**config.mk**
```make
export PLATFORM = sky130hd
export DESIGN_NAME = acc_run_ctrl_flat
export DESIGN_NICKNAME = d
export VERILOG_FILES = /design/src/rtl/acc_run_ctrl_if.sv /design/src/rtl/acc_run_ctrl.sv /design/src/flat_wrapper.sv
export SDC_FILE = /design/constraint.sdc
export NUM_CORES = 1
export LEC_CHECK = 0
export CORE_MARGIN = 2
export CORE_UTILIZATION = 43
export CTS_CLUSTER_SIZE = 24
export DETAILED_ROUTE_END_ITERATION = 16
export PLACE_DENSITY = 0.77
export SLEW_MARGIN = 5
export SYNTH_ARGS = -nofsm -noshare
export SYNTH_HDL_FRONTEND = slang
export SYNTH_SLANG_ARGS = --single-unit
```
**constraint.sdc**
```tcl
create_clock -name clk -period 1.6 [get_ports clk]
set_input_delay 0.32 -clock clk [delete_from_list [all_inputs] [get_ports clk]]
set_output_delay 0.32 -clock clk [all_outputs]
set_load 0.03 [all_outputs]
```
**src/rtl/acc_run_ctrl_if.sv**
```systemverilog
// Command channel for acc_run_ctrl: a run request (step, count, clear) offered
// over a valid/ready handshake.
interface acc_run_ctrl_if #(
  parameter int ADD_WIDTH = 8,
  parameter int CNT_WIDTH = 16
);
  logic                 cmd_valid;
  logic                 cmd_ready;
  logic [ADD_WIDTH-1:0] cmd_step;
  logic [CNT_WIDTH-1:0] cmd_count;
  logic                 cmd_clear;

  modport master (
    output cmd_valid, cmd_step, cmd_count, cmd_clear,
    input  cmd_ready
  );

  modport slave (
    input  cmd_valid, cmd_step, cmd_count, cmd_clear,
    output cmd_ready
  );
endinterface

```
**src/rtl/acc_run_ctrl.sv**
```systemverilog
// Run sequencer for the accumulator datapath: takes one command at a time,
// drives clear/enable/add_value for the requested cycles, counts MSB wraps.
module acc_run_ctrl #(
  parameter int ADD_WIDTH = 8,
  parameter int CNT_WIDTH = 16
) (
  input  logic                 clk,
  input  logic                 rst,
  acc_run_ctrl_if.slave        cmd,
  input  logic                 abort,
  input  logic                 acc_msb,
  output logic                 acc_clr,
  output logic                 acc_en,
  output logic [ADD_WIDTH-1:0] add_value,
  output logic                 busy,
  output logic                 done,
  output logic                 aborted,
  output logic [CNT_WIDTH-1:0] remaining,
  output logic [CNT_WIDTH-1:0] wrap_count
);

  typedef enum logic [1:0] {S_IDLE, S_CLEAR, S_RUN, S_DONE} state_t;

  state_t               state, state_nxt;
  logic [ADD_WIDTH-1:0] step_q;
  logic                 msb_p1;
  logic                 en_p1;
  logic                 accept;
  logic                 wrap_hit;

  function automatic logic [CNT_WIDTH-1:0] sat_inc(input logic [CNT_WIDTH-1:0] v);
    if (&v) return v;
    return v + {{(CNT_WIDTH-1){1'b0}}, 1'b1};
  endfunction

  assign cmd.cmd_ready = (state == S_IDLE) && !abort;
  assign accept        = cmd.cmd_valid && cmd.cmd_ready;
  assign busy          = (state != S_IDLE);
  assign done          = (state == S_DONE);
  assign add_value     = acc_en ? step_q : '0;
  // en_p1/msb_p1 line up with the datapath's one-cycle latency, so the add
  // issued on the final enabled cycle is still observed here.
  assign wrap_hit      = en_p1 && msb_p1 && !acc_msb;

  always_comb begin
    state_nxt = state;
    acc_clr   = 1'b0;
    acc_en    = 1'b0;
    case (state)
      S_IDLE: begin
        if (accept) begin
          if (cmd.cmd_count == '0)  state_nxt = S_DONE;
          else if (cmd.cmd_clear)   state_nxt = S_CLEAR;
          else                      state_nxt = S_RUN;
        end
      end
      S_CLEAR: begin
        if (abort) begin
          state_nxt = S_DONE;
        end else begin
          acc_clr   = 1'b1;
          state_nxt = S_RUN;
        end
      end
      S_RUN: begin
        if (abort) begin
          state_nxt = S_DONE;
        end else begin
          acc_en = 1'b1;
          if (remaining == {{(CNT_WIDTH-1){1'b0}}, 1'b1}) state_nxt = S_DONE;
        end
      end
      S_DONE:  state_nxt = S_IDLE;
      default: state_nxt = S_IDLE;
    endcase
  end

  // Stage p0 -> p1: control state, run bookkeeping and wrap detection
  always_ff @(posedge clk or posedge rst) begin
    if (rst) begin
      state      <= S_IDLE;
      step_q     <= '0;
      remaining  <= '0;
      aborted    <= 1'b0;
      wrap_count <= '0;
      msb_p1     <= 1'b0;
      en_p1      <= 1'b0;
    end else begin
      state  <= state_nxt;
      msb_p1 <= acc_msb;
      en_p1  <= acc_en;
      if (accept) begin
        step_q     <= cmd.cmd_step;
        remaining  <= cmd.cmd_count;
        aborted    <= 1'b0;
        wrap_count <= '0;
      end else begin
        if (acc_en) remaining <= remaining - {{(CNT_WIDTH-1){1'b0}}, 1'b1};
        if (abort && (state == S_CLEAR || state == S_RUN)) aborted <= 1'b1;
        if (wrap_hit) wrap_count <= sat_inc(wrap_count);
      end
    end
  end

endmodule
```
**src/flat_wrapper.sv**
```systemverilog
// flat-port wrapper written by rule: the top's interface ports become plain ports
module acc_run_ctrl_flat 
#(
  parameter int ADD_WIDTH = 8,
  parameter int CNT_WIDTH = 16
)
  (clk, rst, abort, acc_msb, acc_clr, acc_en, add_value, busy, done, aborted, remaining, wrap_count, cmd_cmd_valid, cmd_cmd_step, cmd_cmd_count, cmd_cmd_clear, cmd_cmd_ready);
  acc_run_ctrl_if #(.ADD_WIDTH(ADD_WIDTH), .CNT_WIDTH(CNT_WIDTH)) cmd_i ();
  input  logic clk;
  input  logic rst;
  input  logic abort;
  input  logic acc_msb;
  output logic acc_clr;
  output logic acc_en;
  output logic [ADD_WIDTH-1:0] add_value;
  output logic busy;
  output logic done;
  output logic aborted;
  output logic [CNT_WIDTH-1:0] remaining;
  output logic [CNT_WIDTH-1:0] wrap_count;
  input wire logic [$bits(cmd_i.cmd_valid)-1:0] cmd_cmd_valid;
  input wire logic [$bits(cmd_i.cmd_step)-1:0] cmd_cmd_step;
  input wire logic [$bits(cmd_i.cmd_count)-1:0] cmd_cmd_count;
  input wire logic [$bits(cmd_i.cmd_clear)-1:0] cmd_cmd_clear;
  output wire logic [$bits(cmd_i.cmd_ready)-1:0] cmd_cmd_ready;
  assign cmd_i.cmd_valid = cmd_cmd_valid;
  assign cmd_i.cmd_step = cmd_cmd_step;
  assign cmd_i.cmd_count = cmd_cmd_count;
  assign cmd_i.cmd_clear = cmd_cmd_clear;
  assign cmd_cmd_ready = cmd_i.cmd_ready;
  acc_run_ctrl #(.ADD_WIDTH(ADD_WIDTH), .CNT_WIDTH(CNT_WIDTH)) u_core (.clk(clk), .rst(rst), .cmd(cmd_i), .abort(abort), .acc_msb(acc_msb), .acc_clr(acc_clr), .acc_en(acc_en), .add_value(add_value), .busy(busy), .done(done), .aborted(aborted), .remaining(remaining), .wrap_count(wrap_count));
endmodule
```
==> qor.csv <==
metric,value,unit
clk_pin_slew,0.09,ns
failed_checks,negative setup slack,
placed_area,0.00391,mm2
p_per_area,1500,mW/mm2
yosysTopAreaCell,dfrtp_1,
hold_viol,0,
avgViaCountPerCell,5.56,
setup-tns-final,-7.53,ns
max_slew_margin,0.771,
outcome,"finished, violations left",
grt_max_degree,46,
grt_util_met2,0.449,
dp_slack,-0.305,ns
yosysTopAreaCellShare,0.438,
ctsHoldBuffers,0,
finalClockSkew,0.00608,ns
postRouteWirelength,8.58,mm
grt_pass1_vias,2773,
synth_cell_types,49,
hp-class,in -> async,
timing.final.ws_setup,-0.245,ns
gp_congestion,0.893,
initial_utilization,0.439,
grt_setup_unrepaired,true,
fin_total_pwr,6.73,mW
synthTopCellsByArea,"dfrtp_1 44%, nand2_1 7.9%, ha_1 3.9%",
die_y,81.3,um
synth_fp_nets,315,
fin_nets,469,
ys_warn_count,0,
area_growth,74.4,%
wire_per_inst,16.9,um
async_reset_ff_frac,1.00,
holdWs,0.388,ns
vdd_drop_max,1.12,mV
busiest_layer,met2,
io_pins,76,
die-area,0.00661,mm2
grt_pass1_wl,13.3,mm
rows,28,
seq_area_frac_synth,0.438,
grt_overflow,0,
htree_num_levels,2,
multiInputGateArea,0.00155,mm2
leakage,2.04,nW
clockRootBuffer,clkbuf_8,
dr.pass1.iters,5,
crit_fanout,5,
cp.required,1.28,ns
finalSetupViolations,53,
startpoint_type,register,
drt_iter0_markers,158,
clock_latency,0.30,ns
io_buffers,75,
cp_data_arrival_time,1.53,ns
antennaDiodeCount,0,
grt_util_met1,0.342,
endpoint_kind,primary output,
critPathKind,reg -> out,
fmaxAchievable,0.542,GHz
drc,0,
fillers,391,
vias,2818,
ys_seq_elements,45,
synth_edf_count,0,
synth_most_common_cell,nand2_1,
register_area,0.00116,mm2
slew_viol_final,0,
final_area,0.00448,mm2
synth_area,0.00257,mm2
tritoncts,done,
drtAntennaViolNets,0,
synthFlopType,dfrtp_1,
worstMarginPinSlew,0.340,ns
min_period,1.85,ns
dp_hpwl,5.33,mm
cts_buffers,5,
avgSynthCellArea,9.27,um2
antenna_found_initial,0,
use_met3,0.0411,
syn-instance-count,277,
die_w,81.3,um
fin_crit_sh,1.15,
layout-drive-gt1-share,0.405,
cts_buffer_depth,2,
core-area,0.00585,mm2
synth_common_cells,"54 x nand2_1, 45 x dfrtp_1, 12 x nor2_1, 12 x o21ai_1",
clock-sinks,45,
grt.total_usage,0.261,
maxCapViolCount,0,
[final timing paths]
| path | slack, ns | from | end | cells after the start |
|---|---|---|---|---|
| worst max-delay path | -0.25 | u_core.state[0] | add_value[6] | 6 |
| worst min-delay path | 0.39 | rst | u_core.state[0] | 3 |
| worst max register to register | -0.23 | u_core.state[0] | u_core.remaining[5] | 11 |
| worst min register to register | 0.48 | u_core.step_q[2] | u_core.step_q[2] | 2 |
| max in group asynchronous | 0.95 | rst | u_core.wrap_count[5] | 3 |
| min in group clk | 0.48 | u_core.step_q[2] | u_core.step_q[2] | 2 |
[metrics by stage]
| step | utilization | instances |
|---|---|---|
| floorplan | - | 277 |
| global placement | 0.668 | 478 |
| detailed placement | 0.668 | 478 |
| CTS | 0.744 | 504 |
| global route | 0.766 | 507 |
| finish | 0.766 | 507 |
[sequential cells by signal, summed over array words and instances, names as in the netlist]
name and count:
u_core.aborted 1, u_core.en_p1 1, u_core.msb_p1 1, u_core.remaining 16, u_core.state 2, u_core.step_q 8, u_core.wrap_count 16
[power breakdown]
group | switching, mW | internal [mW]
Clock | 0.418 | 0.508
Sequential | 0.383 | 1.54
Combinational | 1.98 | 1.90
Total | 2.78 | 3.95
[worst max-delay path: stages (launching register included)]
cell and delay, ns:
dfrtp_1 0.40, inv_2 0.10, ha_4 0.14, nor2b_4 0.19, buf_6 0.14, and2_4 0.14, buf_6 0.12
[cell families after synthesis]
group | share of synthesized area
muxes | 0.0234
AOI/OAI and AO/OA | 0.125
DFF | 0.438
xor gates and xnor gates | 0.0409
and+or+nand+nor | 0.298
buffers and inverters | 0.0351
adders and majority gates | 0.0390
[timing repair]
item	4_1_cts	5_1_grt
gates resized for setup	86	29
setup buffers	15	3
pin swaps	16	6
cloned	3	1
setup endpoints to repair	79	58
[per-layer routing]
metal  share of wire  wire [um]  up-vias
met5               0          0        -
met4           0.012        104        0
met3           0.066        566       15
met2            0.51       4390      113
met1            0.41       3520     1381
li1                -          -     1309
[layout make-up]
type | instances | area share
clock buffers | 6 | 0.0184
clock inverters | 2 | 0.00838
inverters | 7 | 0.00642
multi-input cells | 211 | 0.345
flip-flops and latches | 45 | 0.258
well taps | 75 | 0.0209
repair buffers | 161 | 0.343
[cells in the final DEF (no fill, tap or decap), drive strengths merged, types with 4 or more instances in the layout]
cell | synthesis | final
nand2b | 4 | 4
nand2 | 55 | 55
nor4 | 8 | 8
nand3 | 8 | 8
dlygate4sd2 | 0 | 27
ha | 8 | 8
buf | 5 | 98
clkdlybuf4s15 | 0 | 5
and3 | 5 | 5
nand4 | 9 | 9
a31oi | 8 | 8
inv | 7 | 6
dfrtp | 45 | 45
clkbuf | 9 | 8
and2 | 9 | 9
nor2 | 12 | 12
a21oi | 7 | 7
or4 | 4 | 4
clkdlybuf4s50 | 0 | 29
o21ai | 20 | 20
xor2 | 9 | 9
(Power assumes the default switching activity.)
